`src/rtl/i2c_slave.sv`:
```
// I2C target: oversampled SCL/SDA on the system clock, 7-bit address match,
// byte-wide write sink and read source through a simple parallel port.
//
// state    | meaning
// IDLE     | not addressed; waiting for START
// ADDR     | shifting address + R/W bit
// ADDR_ACK | driving address ACK
// WR_DATA  | receiving a write byte
// WR_ACK   | driving write-data ACK
// RD_DATA  | transmitting a read byte
// RD_ACK   | released; sampling master ACK/NACK
module i2c_slave #(
    parameter logic [6:0] SLAVE_ADDR = 7'h50
) (
    input  logic       clk_in,
    input  logic       reset_in,
    input  logic       scl_in,
    input  logic       sda_in,
    output logic       sda_out,
    input  logic [7:0] rd_data_in,
    output logic [7:0] wr_data_out,
    output logic       wr_valid_out,
    output logic       rd_req_out,
    output logic       busy_out
);

    typedef enum logic [2:0] {
        IDLE, ADDR, ADDR_ACK, WR_DATA, WR_ACK, RD_DATA, RD_ACK
    } state_t;

    state_t     state, state_nxt;
    logic       scl_s0, scl_s1, scl_s2;
    logic       sda_s0, sda_s1, sda_s2;
    logic       drv_d1, drv_d2, drv_d3;
    logic [2:0] bit_cnt, bit_cnt_nxt;
    logic       byte_full, byte_full_nxt;
    logic [7:0] shift, shift_nxt;
    logic       rw, rw_nxt;
    logic       sda_nxt;
    logic [7:0] wr_data_nxt;
    logic       wr_valid_nxt, rd_req_nxt, busy_nxt;

    logic scl_rise, scl_fall, drv_hold, start_det, stop_det;

    assign scl_rise = scl_s1 & ~scl_s2;
    assign scl_fall = ~scl_s1 & scl_s2;
    // Our own drive reaches the synced line three cycles late; hold off START/STOP
    // decode until every low we caused has drained out of the pipeline.
    assign drv_hold  = ~sda_out | ~drv_d1 | ~drv_d2 | ~drv_d3;
    assign start_det = scl_s1 & scl_s2 & sda_s2 & ~sda_s1 & ~drv_hold;
    assign stop_det  = scl_s1 & scl_s2 & ~sda_s2 & sda_s1 & ~drv_hold;

    always_ff @(posedge clk_in) begin
        if (reset_in) begin
            scl_s0       <= 1'b1;
            scl_s1       <= 1'b1;
            scl_s2       <= 1'b1;
            sda_s0       <= 1'b1;
            sda_s1       <= 1'b1;
            sda_s2       <= 1'b1;
            drv_d1       <= 1'b1;
            drv_d2       <= 1'b1;
            drv_d3       <= 1'b1;
            state        <= IDLE;
            bit_cnt      <= 3'd0;
            byte_full    <= 1'b0;
            shift        <= 8'h00;
            rw           <= 1'b0;
            sda_out      <= 1'b1;
            wr_data_out  <= 8'h00;
            wr_valid_out <= 1'b0;
            rd_req_out   <= 1'b0;
            busy_out     <= 1'b0;
        end else begin
            scl_s0       <= scl_in;
            scl_s1       <= scl_s0;
            scl_s2       <= scl_s1;
            sda_s0       <= sda_in & sda_out;
            sda_s1       <= sda_s0;
            sda_s2       <= sda_s1;
            drv_d1       <= sda_out;
            drv_d2       <= drv_d1;
            drv_d3       <= drv_d2;
            state        <= state_nxt;
            bit_cnt      <= bit_cnt_nxt;
            byte_full    <= byte_full_nxt;
            shift        <= shift_nxt;
            rw           <= rw_nxt;
            sda_out      <= sda_nxt;
            wr_data_out  <= wr_data_nxt;
            wr_valid_out <= wr_valid_nxt;
            rd_req_out   <= rd_req_nxt;
            busy_out     <= busy_nxt;
        end
    end

    always_comb begin
        state_nxt     = state;
        bit_cnt_nxt   = bit_cnt;
        byte_full_nxt = byte_full;
        shift_nxt     = shift;
        rw_nxt        = rw;
        sda_nxt       = sda_out;
        wr_data_nxt   = wr_data_out;
        wr_valid_nxt  = 1'b0;
        rd_req_nxt    = 1'b0;
        busy_nxt      = busy_out;

        if (start_det) begin
            state_nxt     = ADDR;
            bit_cnt_nxt   = 3'd0;
            byte_full_nxt = 1'b0;
            sda_nxt       = 1'b1;
        end else if (stop_det) begin
            state_nxt = IDLE;
            sda_nxt   = 1'b1;
            busy_nxt  = 1'b0;
        end else begin
            case (state)
                IDLE: ;
                ADDR: begin
                    if (scl_rise) begin
                        shift_nxt = {shift[6:0], sda_s1};
                        if (bit_cnt == 3'd7) byte_full_nxt = 1'b1;
                        else                 bit_cnt_nxt   = bit_cnt + 3'd1;
                    end else if (scl_fall && byte_full) begin
                        byte_full_nxt = 1'b0;
                        bit_cnt_nxt   = 3'd0;
                        if (shift[7:1] == SLAVE_ADDR) begin
                            rw_nxt    = shift[0];
                            state_nxt = ADDR_ACK;
                            sda_nxt   = 1'b0;
                            busy_nxt  = 1'b1;
                        end else begin
                            state_nxt = IDLE;
                        end
                    end
                end
                ADDR_ACK: begin
                    if (scl_fall) begin
                        bit_cnt_nxt   = 3'd0;
                        byte_full_nxt = 1'b0;
                        if (rw) begin
                            shift_nxt  = rd_data_in;
                            rd_req_nxt = 1'b1;
                            sda_nxt    = rd_data_in[7];
                            state_nxt  = RD_DATA;
                        end else begin
                            sda_nxt   = 1'b1;
                            state_nxt = WR_DATA;
                        end
                    end
                end
                WR_DATA: begin
                    if (scl_rise) begin
                        shift_nxt = {shift[6:0], sda_s1};
                        if (bit_cnt == 3'd7) begin
                            byte_full_nxt = 1'b1;
                            wr_data_nxt   = {shift[6:0], sda_s1};
                            wr_valid_nxt  = 1'b1;
                        end else begin
                            bit_cnt_nxt = bit_cnt + 3'd1;
                        end
                    end else if (scl_fall && byte_full) begin
                        sda_nxt       = 1'b0;
                        byte_full_nxt = 1'b0;
                        bit_cnt_nxt   = 3'd0;
                        state_nxt     = WR_ACK;
                    end
                end
                WR_ACK: begin
                    if (scl_fall) begin
                        sda_nxt   = 1'b1;
                        state_nxt = WR_DATA;
                    end
                end
                RD_DATA: begin
                    if (scl_fall) begin
                        if (bit_cnt == 3'd7) begin
                            sda_nxt       = 1'b1;
                            byte_full_nxt = 1'b0;
                            state_nxt     = RD_ACK;
                        end else begin
                            shift_nxt   = {shift[6:0], 1'b0};
                            sda_nxt     = shift[6];
                            bit_cnt_nxt = bit_cnt + 3'd1;
                        end
                    end
                end
                RD_ACK: begin
                    if (scl_rise) begin
                        if (sda_s1) begin
                            state_nxt = IDLE;
                            sda_nxt   = 1'b1;
                            busy_nxt  = 1'b0;
                        end else begin
                            byte_full_nxt = 1'b1;
                        end
                    end else if (scl_fall && byte_full) begin
                        shift_nxt     = rd_data_in;
                        rd_req_nxt    = 1'b1;
                        sda_nxt       = rd_data_in[7];
                        bit_cnt_nxt   = 3'd0;
                        byte_full_nxt = 1'b0;
                        state_nxt     = RD_DATA;
                    end
                end
                default: state_nxt = IDLE;
            endcase
        end
    end

endmodule

```
`config.mk`:
```
export PLATFORM = sky130hd
export DESIGN_NAME = i2c_slave
export DESIGN_NICKNAME = d
export VERILOG_FILES = /design/src/rtl/i2c_slave.sv
export SDC_FILE = /design/constraint.sdc
export NUM_CORES = 1
export LEC_CHECK = 0
export CORE_MARGIN = 8
export CORE_UTILIZATION = 45
export CTS_CLUSTER_DIAMETER = 40
export DETAILED_ROUTE_END_ITERATION = 10
export PLACE_DENSITY = 0.71
export SLEW_MARGIN = 30
export SYNTH_ARGS = -nofsm -noshare
export SYNTH_HDL_FRONTEND = slang
export SYNTH_SLANG_ARGS = --single-unit
```
`constraint.sdc`:
```
create_clock -name clk_in -period 1.7 [get_ports clk_in]
set_input_delay 0.34 -clock clk_in [delete_from_list [all_inputs] [get_ports clk_in]]
set_output_delay 0.34 -clock clk_in [all_outputs]
set_load 0.01 [all_outputs]
```
==> results.md, run 1 <==
* Run status: completed
* Setup Crit Path Kind: flop to flop
* Setup tns final at 0 ns
* Clk_skew at a little over 0.004 ns
* Cell Area, Synth at 1980 um2
* Post-Layout Cell Count at ~320
* Vias at ~1900
* WL final at about 5.2 mm
* Worst Path Required at 1.91 ns
* Root buf cell: clkbuf_8
* Most frequent cell after synthesis: dfxtp_1
* Routed wire length per instance at between 15 and 20 um
* Hold Crit Class: flop to flop
* Die Y at between 80 and 90 um
* Worst-path fanout max at 17
* Syn Inst Count at around 220
* Placed instance count at 314
* Pin count of the biggest net entering global routing at 18
* Synth top cells by count: dfxtp_1 (37), mux2i_1 (18), a21oi_1 (17)
* Synth unique cells at 53
* Leak at a little under 1 nW
* Pre-CTS WS at -0.0383 ns
* Net count after synthesis at around 240
* First-pass GRT wire length at 8.09 mm
* Max Cap Violations at 0
* Psw at between 0.6 and 0.7 mW
* # rows at 24
* Slowest cell on crit path: or4_1
* Power share of the clock group at between 30% and 40%
* Setup crit start kind: flop
* Final worst slack at roughly 0.030 ns
* First-pass DRT Iterations at 4
* PD cells at around 890 nW/um2
* Ranking of synthesized cells by area: dfxtp_1 (37%), mux2i_1 (9.1%), a21oi_1 (4.3%)
* DP Area at between 2000 and 2500 um2
* Fraction of layout cells with a size suffix above 1 at between 20% and 30%
* Worst Path Buf+Inv at 0
* Worst-margin pin slew at between 0.4 and 0.5 ns
* CTS buffer count at 5
* Initial DRC Count at between 100 and 150
* Max-slew violations at 0
* DIE AREA at 6790 um2
* CP Cell Sequence: nand2b_2 > o21ai_1 > a2bb2oi_4 > or4_1 > o31ai_1
* Design area at 2680 um2
* Initial Util at 46.2%
* Area leader, netlist: dfxtp_1
* Post-synth EDFFs at 0
* Seq cells post-synth at 37
* Port buffer count at 23
* Most used flip-flop cell after synthesis: dfxtp_1
* Avg Cell Area, Syn at 8.86 um2
* Routed Antenna Nets at 0
* Hold-fix buffers at CTS at 0
* Antenna cells at 0
* Area Overhead vs Synth at 34.9%
* Worst vdd ir at approximately 0.68 mV
* Ys Warns at 0
* Core Area at 4290 um2
* Worst path max stage delay at approximately 0.52 ns
* Worst slew margin at between 60% and 70%
* Initial antenna violation count at 0
* CP endpoint kind: flop
* Gate power share at 26.3%
* Nets at between 200 and 300
* GRT Overall Usage at 15.4%
* Max Clock Freq at approximately 0.6 GHz
* Fin crit period at around 1.7 ns
* Fin. Hold Viols at 0
* Post-DP HPWL at 3.65 mm
* Ys async rst share at 0%
* # H-tree levels at 2
* Flop pwr share at between 30 and 40%
* Clock tree buffer depth at 2
* Clock Latency Late Sink at 0.30 ns
* Worst EP arrival at 1.88 ns
* Gr ovfl total at 0
* Post-synth top area share at a little under two fifths
* Final worst-path cycle share at 98.2%
* Sequential cell area fraction in the yosys report at a little under two fifths
* Clock slew seen by the registers of the worst setup and hold paths at 0.08 ns
* RePlAce Congestion at ~0.88
* DRC at 0
* Via-to-Cell Ratio at around 5.8
* Num ports at 24
* Die width at 82.4 um
* Sw frac at 29.4%
* CTS tree: built
* Clock sinks at 37
* RSZ-0062 raised after global routing: true
* Vias in the first global route at about 1700
* Pint at roughly 1.7 mW
* CP top delay family: simple AND/OR/NAND/NOR gates
* Final setup viols at 0
[flip-flops by register name (all words and copies together) (netlist names), 3 cells and up]
signal / count
bit_cnt: 3
shift: 8
state: 3
wr_data_out: 8
[cell type report]
type	instances	area [um2]
clock buffers	6	82.6
clock inverters	2	37.5
fillers	376	1620
inverters	4	15.0
multi-input cells	171	1230
flip-flops and latches	37	746
well taps	52	65.1
repair buffers	52	498
[layout by cell type (no fill, tap or decap), types with 3 or more instances in the layout]
master / instances
buf_12: 4
o21ai_1: 6
nor3_1: 5
a21o_1: 3
dfxtp_1: 33
nand2b_1: 5
buf_4: 25
dfxtp_2: 4
nor2_1: 16
nand3b_1: 3
o21ai_0: 7
nand2b_2: 4
a21oi_1: 17
clkdlybuf4s50_1: 23
nand2_1: 12
clkbuf_8: 6
inv_1: 4
nand3_1: 4
or2_2: 9
a31oi_1: 6
mux2i_1: 18
or3_1: 8
[metrics by stage]
step / hold slack (ns) / power [mW] / utilization [%]
CTS: 0.417 / 2.33 / 60.4
finish: 0.413 / 2.37 / 62.4
global route: 0.434 / 2.48 / 62.4
global placement: 0.393 / 1.50 / 57.2
floorplan: 0.389 / 1.33 / -
detailed placement: 0.397 / 1.50 / 57.2
[power groups by stage]
stage / combinational [mW] / sequential [mW] / clock [mW]
2_1_floorplan: 0.383 / 0.943 / 0
4_1_cts: 0.573 / 0.931 / 0.824
3_3_place_gp: 0.554 / 0.950 / 0
6_report: 0.625 / 0.935 / 0.815
3_5_place_dp: 0.554 / 0.951 / 0
5_1_grt: 0.677 / 0.939 / 0.866
[worst register-to-register path: stages (launching register included)]
cell and delay (ns):
dfxtp_2 0.35, nand2b_2 0.25, o21ai_1 0.23, a2bb2oi_4 0.16
or4_1 0.52, o31ai_1 0.07
[layer usage]
| layer | vias to the layer above | wire [um] | track usage, % |
|---|---|---|---|
| met5 | - | 0 | 0 |
| met4 | 0 | 87 | 5.79 |
| met3 | 7 | 218 | 3.14 |
| met2 | 53 | 2320 | 22.9 |
| met1 | 902 | 2570 | 21.4 |
| li1 | 926 | - | - |
[path summary, 6_finish.rpt]
check / start / endpoint / slack [ns] / cells past startpoint
min: sda_s0 / sda_s1 / 0.41 / 1
max: scl_s1 / shift[6] / 0.03 / 5
max reg2reg: scl_s1 / shift[6] / 0.03 / 5
min reg2reg: sda_s0 / sda_s1 / 0.41 / 1
[cells by family after synthesis]
| family | share of synthesized area (%) |
|---|---|
| flip-flops | 37.3 |
| multiplexers | 9.65 |
| AO/OA/AOI/OAI | 22.5 |
| XOR/XNOR | 0.883 |
| buffers and inverters | 4.98 |
| adder cells (fa/ha/maj) | 0.630 |
| AND/OR/NAND/NOR | 24.0 |
[what timing repair did]
action / in CTS / in global routing
buffers inserted: 0 / 1
gates resized for setup: 2 / 17
pin swaps: 0 / 5
setup endpoints to repair: 2 / 24
cloned: 0 / 1
Power figures use the tool's default switching activity.
==> run 2: changes to the inputs <==
- HOLD_SLACK_MARGIN: not set -> 0.05
==> results of run 2 <==
No change in the layout: final DEF, timing and power equal those of run 1.
